`config.mk`:
```
export PLATFORM = sky130hd
export DESIGN_NAME = hazard3_ahb_sram_flat
export DESIGN_NICKNAME = d
export VERILOG_FILES = /design/src/rtl/hazard3_ahb_sram_pkg.sv /design/src/rtl/hazard3_ahb_sram_if.sv /design/src/rtl/hazard3_ahb_sram_wbuf.sv /design/src/rtl/hazard3_ahb_sram.sv /design/src/flat_wrapper.sv
export SDC_FILE = /design/constraint.sdc
export NUM_CORES = 1
export LEC_CHECK = 0
export BUFFER_PORTS_ARGS = -buffer_cell sky130_fd_sc_hd__buf_2
export CORE_MARGIN = 2
export CORE_UTILIZATION = 47
export CTS_BUF_LIST = sky130_fd_sc_hd__clkbuf_4 sky130_fd_sc_hd__clkbuf_8 sky130_fd_sc_hd__clkbuf_16
export CTS_CLUSTER_SIZE = 20
export DETAILED_ROUTE_END_ITERATION = 12
export GPL_ROUTABILITY_DRIVEN = 0
export GPL_TIMING_DRIVEN = 0
export PLACE_DENSITY_LB_ADDON = 0.05
export SLEW_MARGIN = 5
export SYNTH_ARGS = -nofsm -noshare
export SYNTH_HDL_FRONTEND = slang
export SYNTH_SLANG_ARGS = --single-unit
```
`constraint.sdc`:
```
create_clock -name clk -period 2.72 [get_ports clk]
set_input_delay 0.544 -clock clk [delete_from_list [all_inputs] [get_ports clk]]
set_output_delay 0.544 -clock clk [all_outputs]
set_load 0.01 [all_outputs]
```
`src/rtl/hazard3_ahb_sram_pkg.sv`:
```
// hazard3_ahb_sram_pkg: shared AHB encodings, data-phase states and byte-mask helper
package hazard3_ahb_sram_pkg;
   localparam logic [1:0] HTRANS_IDLE = 2'b00;
   localparam logic [1:0] HTRANS_BUSY = 2'b01;
   localparam logic [1:0] HTRANS_NSEQ = 2'b10;
   localparam logic [1:0] HTRANS_SEQ  = 2'b11;
   localparam logic [2:0] HSIZE_BYTE  = 3'd0;
   localparam logic [2:0] HSIZE_HALF  = 3'd1;
   localparam logic [2:0] HSIZE_WORD  = 3'd2;
   typedef enum logic [2:0] {DPH_NONE, DPH_READ, DPH_WRITE, DPH_ERR1, DPH_ERR2} dphase_t;
   function automatic logic [3:0] byte_mask(input logic [1:0] addr, input logic [2:0] size);
      return size == HSIZE_BYTE ? 4'b0001 << addr : size == HSIZE_HALF ? (addr[1] ? 4'b1100 : 4'b0011) : 4'hf;
   endfunction
endpackage

```
`src/rtl/hazard3_ahb_sram_if.sv`:
```
// hazard3_ahb_sram_if: AHB-Lite subordinate port bundle
interface hazard3_ahb_sram_if #(
   parameter int W_ADDR = 32,
   parameter int W_DATA = 32
);
   logic              hready;
   logic              hready_resp;
   logic              hresp;
   logic              hsel;
   logic [W_ADDR-1:0] haddr;
   logic              hwrite;
   logic [1:0]        htrans;
   logic [2:0]        hsize;
   logic [W_DATA-1:0] hwdata;
   logic [W_DATA-1:0] hrdata;
   modport master (output hready, hsel, haddr, hwrite, htrans, hsize, hwdata, input hready_resp, hresp, hrdata);
   modport slave (input hready, hsel, haddr, hwrite, htrans, hsize, hwdata, output hready_resp, hresp, hrdata);
endinterface

```
`src/rtl/hazard3_ahb_sram_wbuf.sv`:
```
// hazard3_ahb_sram_wbuf: one-entry write buffer with per-lane read forwarding
module hazard3_ahb_sram_wbuf #(
   parameter int W_ADDR = 11,
   parameter int W_DATA = 32
) (
   input  logic                clk,
   input  logic                rst,
   input  logic                load,
   input  logic [W_ADDR-1:0]   load_addr,
   input  logic [W_DATA/8-1:0] load_mask,
   input  logic [W_DATA-1:0]   load_data,
   input  logic                drain,
   input  logic [W_ADDR-1:0]   fwd_addr,
   input  logic [W_DATA-1:0]   fwd_rdata_in,
   output logic [W_DATA-1:0]   fwd_rdata_out,
   output logic                vld,
   output logic [W_ADDR-1:0]   addr,
   output logic [W_DATA/8-1:0] mask,
   output logic [W_DATA-1:0]   data
);
   logic                vld_q, vld_d;
   logic [W_ADDR-1:0]   addr_q, addr_d;
   logic [W_DATA/8-1:0] mask_q, mask_d;
   logic [W_DATA-1:0]   data_q, data_d;
   logic                hit;

   // A load in the same cycle as a drain wins: the old entry goes to SRAM, the new one stays
   always_comb begin
      vld_d  = load || (vld_q && !drain);
      addr_d = load ? load_addr : addr_q;
      mask_d = load ? load_mask : mask_q;
      data_d = load ? load_data : data_q;
   end

   // Entry storage; reset drops any pending write
   always_ff @(posedge clk) begin
      if (rst) begin
         vld_q  <= 1'b0;
         addr_q <= '0;
         mask_q <= '0;
         data_q <= '0;
      end else begin
         vld_q  <= vld_d;
         addr_q <= addr_d;
         mask_q <= mask_d;
         data_q <= data_d;
      end
   end

   // Lanes held in the buffer for the same word override stale SRAM data
   always_comb begin
      hit = vld_q && addr_q == fwd_addr;
      fwd_rdata_out = fwd_rdata_in;
      for (int i = 0; i < W_DATA / 8; i++)
         if (hit && mask_q[i]) fwd_rdata_out[8*i +: 8] = data_q[8*i +: 8];
   end

   assign vld  = vld_q;
   assign addr = addr_q;
   assign mask = mask_q;
   assign data = data_q;
endmodule

```
`src/rtl/hazard3_ahb_sram.sv`:
```
// hazard3_ahb_sram: zero-wait AHB-Lite subordinate in front of a single-port synchronous SRAM
module hazard3_ahb_sram
   import hazard3_ahb_sram_pkg::*;
#(
   parameter int W_ADDR = 32,
   parameter int W_DATA = 32,
   parameter int DEPTH = 2048,
   localparam int W_SRAM_ADDR = $clog2(DEPTH)
) (
   input  logic                   clk,
   input  logic                   rst,
   hazard3_ahb_sram_if.slave      ahbls,
   output logic [W_SRAM_ADDR-1:0] sram_addr,
   output logic                   sram_ce,
   output logic                   sram_we,
   output logic [W_DATA/8-1:0]    sram_wbyte_en,
   output logic [W_DATA-1:0]      sram_wdata,
   input  logic [W_DATA-1:0]      sram_rdata
);
   localparam logic [W_ADDR-3:0] DEPTH_W = (W_ADDR - 2)'(DEPTH);

   logic                   aph, legal, rd_aph, wbuf_drain, wbuf_vld;
   logic [W_SRAM_ADDR-1:0] aph_idx, wbuf_addr;
   logic [W_DATA/8-1:0]    wbuf_mask;
   logic [W_DATA-1:0]      wbuf_data, fwd_rdata;
   dphase_t                state_q, state_d;
   logic                   hready_resp_q, hready_resp_d, hresp_q, hresp_d;
   logic [W_SRAM_ADDR-1:0] dph_addr_q, dph_addr_d;
   logic [W_DATA/8-1:0]    dph_mask_q, dph_mask_d;

   // Address-phase decode: acceptance, legality and next data-phase state
   always_comb begin
      aph = ahbls.hsel && (ahbls.htrans == HTRANS_NSEQ || ahbls.htrans == HTRANS_SEQ) && ahbls.hready;
      legal = ahbls.hsize <= HSIZE_WORD && ahbls.haddr[W_ADDR-1:2] < DEPTH_W &&
              (ahbls.hsize == HSIZE_BYTE || (ahbls.hsize == HSIZE_HALF && !ahbls.haddr[0]) || ahbls.haddr[1:0] == 2'b00);
      aph_idx = ahbls.haddr[W_SRAM_ADDR+1:2];
      rd_aph = aph && legal && !ahbls.hwrite;
      state_d = state_q == DPH_ERR1 ? DPH_ERR2 : !aph ? DPH_NONE : !legal ? DPH_ERR1 : ahbls.hwrite ? DPH_WRITE : DPH_READ;
      hready_resp_d = state_d != DPH_ERR1;
      hresp_d = state_d == DPH_ERR1 || state_d == DPH_ERR2;
      dph_addr_d = aph && legal ? aph_idx : dph_addr_q;
      dph_mask_d = aph && legal ? byte_mask(ahbls.haddr[1:0], ahbls.hsize) : dph_mask_q;
   end

   // Data-phase FSM with registered bus response
   always_ff @(posedge clk) begin
      if (rst) begin
         state_q       <= DPH_NONE;
         hready_resp_q <= 1'b1;
         hresp_q       <= 1'b0;
         dph_addr_q    <= '0;
         dph_mask_q    <= '0;
      end else begin
         state_q       <= state_d;
         hready_resp_q <= hready_resp_d;
         hresp_q       <= hresp_d;
         dph_addr_q    <= dph_addr_d;
         dph_mask_q    <= dph_mask_d;
      end
   end

   hazard3_ahb_sram_wbuf #(.W_ADDR(W_SRAM_ADDR), .W_DATA(W_DATA)) u_wbuf (
      .clk           (clk),
      .rst           (rst),
      .load          (state_q == DPH_WRITE),
      .load_addr     (dph_addr_q),
      .load_mask     (dph_mask_q),
      .load_data     (ahbls.hwdata),
      .drain         (wbuf_drain),
      .fwd_addr      (dph_addr_q),
      .fwd_rdata_in  (sram_rdata),
      .fwd_rdata_out (fwd_rdata),
      .vld           (wbuf_vld),
      .addr          (wbuf_addr),
      .mask          (wbuf_mask),
      .data          (wbuf_data)
   );

   // SRAM port: reads take priority, otherwise the buffered write drains
   always_comb begin
      wbuf_drain    = wbuf_vld && !rd_aph;
      sram_ce       = rd_aph || wbuf_vld;
      sram_we       = wbuf_drain;
      sram_addr     = rd_aph ? aph_idx : wbuf_drain ? wbuf_addr : '0;
      sram_wbyte_en = wbuf_drain ? wbuf_mask : '0;
      sram_wdata    = wbuf_drain ? wbuf_data : '0;
   end

   assign ahbls.hready_resp = hready_resp_q;
   assign ahbls.hresp       = hresp_q;
   assign ahbls.hrdata      = state_q == DPH_READ ? fwd_rdata : '0;
endmodule

```
`src/flat_wrapper.sv`:
```
// flat-port wrapper written by rule: the top's interface ports become plain ports
module hazard3_ahb_sram_flat import hazard3_ahb_sram_pkg::*;
#(
   parameter int W_ADDR = 32,
   parameter int W_DATA = 32,
   parameter int DEPTH = 2048,
   localparam int W_SRAM_ADDR = $clog2(DEPTH)
)
  (clk, rst, sram_addr, sram_ce, sram_we, sram_wbyte_en, sram_wdata, sram_rdata, ahbls_hready, ahbls_hsel, ahbls_haddr, ahbls_hwrite, ahbls_htrans, ahbls_hsize, ahbls_hwdata, ahbls_hready_resp, ahbls_hresp, ahbls_hrdata);
  hazard3_ahb_sram_if #(.W_ADDR(W_ADDR), .W_DATA(W_DATA)) ahbls_i ();
  input  logic clk;
  input  logic rst;
  output logic [W_SRAM_ADDR-1:0] sram_addr;
  output logic sram_ce;
  output logic sram_we;
  output logic [W_DATA/8-1:0] sram_wbyte_en;
  output logic [W_DATA-1:0] sram_wdata;
  input  logic [W_DATA-1:0] sram_rdata;
  input wire logic [$bits(ahbls_i.hready)-1:0] ahbls_hready;
  input wire logic [$bits(ahbls_i.hsel)-1:0] ahbls_hsel;
  input wire logic [$bits(ahbls_i.haddr)-1:0] ahbls_haddr;
  input wire logic [$bits(ahbls_i.hwrite)-1:0] ahbls_hwrite;
  input wire logic [$bits(ahbls_i.htrans)-1:0] ahbls_htrans;
  input wire logic [$bits(ahbls_i.hsize)-1:0] ahbls_hsize;
  input wire logic [$bits(ahbls_i.hwdata)-1:0] ahbls_hwdata;
  output wire logic [$bits(ahbls_i.hready_resp)-1:0] ahbls_hready_resp;
  output wire logic [$bits(ahbls_i.hresp)-1:0] ahbls_hresp;
  output wire logic [$bits(ahbls_i.hrdata)-1:0] ahbls_hrdata;
  assign ahbls_i.hready = ahbls_hready;
  assign ahbls_i.hsel = ahbls_hsel;
  assign ahbls_i.haddr = ahbls_haddr;
  assign ahbls_i.hwrite = ahbls_hwrite;
  assign ahbls_i.htrans = ahbls_htrans;
  assign ahbls_i.hsize = ahbls_hsize;
  assign ahbls_i.hwdata = ahbls_hwdata;
  assign ahbls_hready_resp = ahbls_i.hready_resp;
  assign ahbls_hresp = ahbls_i.hresp;
  assign ahbls_hrdata = ahbls_i.hrdata;
  hazard3_ahb_sram #(.W_ADDR(W_ADDR), .W_DATA(W_DATA), .DEPTH(DEPTH)) u_core (.clk(clk), .rst(rst), .ahbls(ahbls_i), .sram_addr(sram_addr), .sram_ce(sram_ce), .sram_we(sram_we), .sram_wbyte_en(sram_wbyte_en), .sram_wdata(sram_wdata), .sram_rdata(sram_rdata));
endmodule
```
==> reports/metrics.cfg <==
[run_status]
status=finished, final reports clean

[timing]
fin_skew_ns=0.00913
fmax_mhz=376
tightest_slew_ns=0.583
worst_slack_ns=0.0599
rsz0062_at_grt=yes
setup_viol=0
layout_min_cycle_time_ns=2.66
drv_slew=0
min_period_over_period=0.978
finalHoldViolations=0
relSlewSlack=0.610

[worst_setup_path]
critical_path_arrival_ns=2.12
crit_family=simple AND/OR/NAND/NOR gates
critPathRequiredTime_ns=2.18
critPathSlowestCell=or4_4
cpPeakStageDelay_ns=0.56
worst_setup_path_start_kind=input port
path_max_fanout=5
path_class=input port to output port
end_kind=output port
reg2reg_slack_ns=0.90
path_common_cell=buf_2
path_buf_inv=3
crit_chain=buf_2 -> or4_4 -> nor2_8 -> a41oi_4 -> buf_4 -> and2_1 -> buf_2

[placement]
hpwl_um=8670
preCtsSetupSlack_ns=-0.0671
placed_cells=806
io_buffers=187
placed_cell_area_mm2=0.00507

[global_routing]
grt_pass1_wl_um=17000
grt_max_degree=12
antenna_found_initial=0
grt_usage=0.238
overflow=0
grt_pass1_vias=3639

[yosys]
synthMostInstantiatedCell=nand2_1
synth.area.top_cells=dfxtp_1 34%, nand2_1 16%, mux2i_1 14%, a21oi_1 6.4%, and2_1 5.8%
ys.flop_type=dfxtp_1
ys_ff_latch=68
ys_types=40
yosysWarnings=0
async_flop_share=0
synthCells=514
synth_top_area_cell=dfxtp_1
syn-cell-area_mm2=0.00400
synth_edf_count=0
synth_area_per_cell_um2=7.79
yosysTopAreaCellShare=0.340
ys_top_cells_by_count=171 x nand2_1, 68 x dfxtp_1, 54 x mux2i_1, 51 x a21oi_1, 37 x and2_1
syn-num-nets=620
ys_seq_area_frac=0.340

[floorplan]
num_rows=33
io_pins=189
design.core.area_mm2=0.00822
initial_core_util=0.487
fp.dieW_um=96.3
die_y_um=96.3
die_area_mm2=0.00927

[clock_tree]
clock-sinks=68
h-tree-depth=3
clk_pin_slew_worst_paths_ns=0.07
cts_root_buf=clkbuf_8
cts_buffers=9
clk_path_buf_depth=2
tritoncts=built
clkLatencyLatePin_ns=0.35

[hold_path]
hp-class=input port to register

[cells_and_area]
nNetsFinal=829
fin_cells=833
finalInstanceArea_mm2=0.00544
synthToLayoutAreaGrowth_pct=35.9
antenna_cells=0
fin_util=0.662
drive_gt1_frac=0.343

[power]
power_density_mw_per_mm2=371
p_total_w=0.00202
vdd_drop_max_uv=256
p_leak_nw=2.39

[drt]
vias=4103
drt-vias-per-instance=4.93
wire_per_inst_um=14.1
drt_iter0_drc=82
drt-total-wl_um=11800
first_pass_iters=5
final_antenna_net_count=0
drc_errors=0

[job]
drv_cap=0

==> repair_timing <==
item / in CTS / in global routing
endpoints found under the setup margin: 61 / 50
gates resized for setup: 7 / 17
hold buffers: 0 / 0
gates cloned: 0 / 2
pin swaps: 5 / 3
buffers inserted: 6 / 3
==> cell families after synthesis <==
kind of cell	Yosys count	synth area share
and+or+nand+nor	263	0.336
DFF	68	0.340
AOI/OAI and AO/OA	64	0.0959
muxes	56	0.141
buffers and inverters	52	0.0559
xor gates and xnor gates	11	0.0316
==> final timing paths <==
| path | startpoint | depth (start not counted) | end |
|---|---|---|---|
| worst max-delay path | ahbls_haddr[25] | 7 | sram_wdata[9] |
| worst min-delay path | ahbls_hwrite | 2 | u_core.state_q[0] |
| worst max register to register | u_core.state_q[2] | 6 | u_core.u_wbuf.data[31] |
| worst min register to register | u_core.dph_mask_q[2] | 2 | u_core.u_wbuf.mask[2] |
==> final cells by class <==
class / count / area (um^2)
multi-input combinational: 395 / 2470
inverter: 18 / 67.6
clock inverter: 3 / 20.0
clock buffer: 13 / 173
fill: 774 / 2770
tap: 105 / 131
buffer: 34 / 188
timing repair buffer: 197 / 1040
sequential: 68 / 1360
==> cells in the final DEF, fill, tap and decap left out, types with 2 or more instances in the layout <==
cell type,netlist,final
nor4_4,4,4
or2_2,2,2
clkbuf_2,0,4
nand4_4,3,4
a21oi_1,51,51
clkbuf_8,0,12
clkbuf_1,21,15
nor4_1,3,3
or4_4,2,2
mux2_2,2,2
nand2_1,171,171
mux2i_1,54,54
nand2b_1,25,25
buf_2,1,188
inv_1,18,18
buf_6,1,5
buf_4,1,8
buf_12,1,3
o22ai_1,2,2
xnor2_1,7,4
xnor2_2,4,7
a41oi_1,2,2
o21a_1,2,2
a311oi_1,2,2
dfxtp_1,68,68
and2_1,37,37
buf_1,9,8
nor2_1,5,5
clkinvlp_4,0,2
nor2b_1,3,3
==> registers in the layout (all words and copies together) (netlist names) <==
signal,count
u_core.u_wbuf.addr,11
u_core.dph_addr_q,11
u_core.u_wbuf.vld,1
u_core.u_wbuf.data,32
u_core.dph_mask_q,4
u_core.state_q,3
u_core.u_wbuf.mask,4
u_core.ahbls.hresp,1
u_core.ahbls.hready_resp,1
==> report_power, final <==
part,internal [W],switching (W)
sequential,0.00101,0.00000787
combinational,0.0000956,0.000108
clock,0.000415,0.000387
==> routing by layer <==
layer / track usage / share of wire / wire [um] / vias up
met5: 0 / 0 / 0 / -
met4: 0.0845 / 0.015 / 176 / 0
met3: 0.0329 / 0.065 / 761 / 13
met2: 0.439 / 0.50 / 5880 / 135
met1: 0.281 / 0.42 / 4940 / 1852
li1: - / - / - / 2103
==> through the flow <==
stage	setup TNS (ns)	hold slack [ns]
floorplan	0	0.427
global placement	-1.00	0.443
detailed placement	-1.52	0.441
CTS	0	0.400
global route	-0.0181	0.415
finish	0	0.407
No activity file was read; power rests on OpenSTA's default activity.
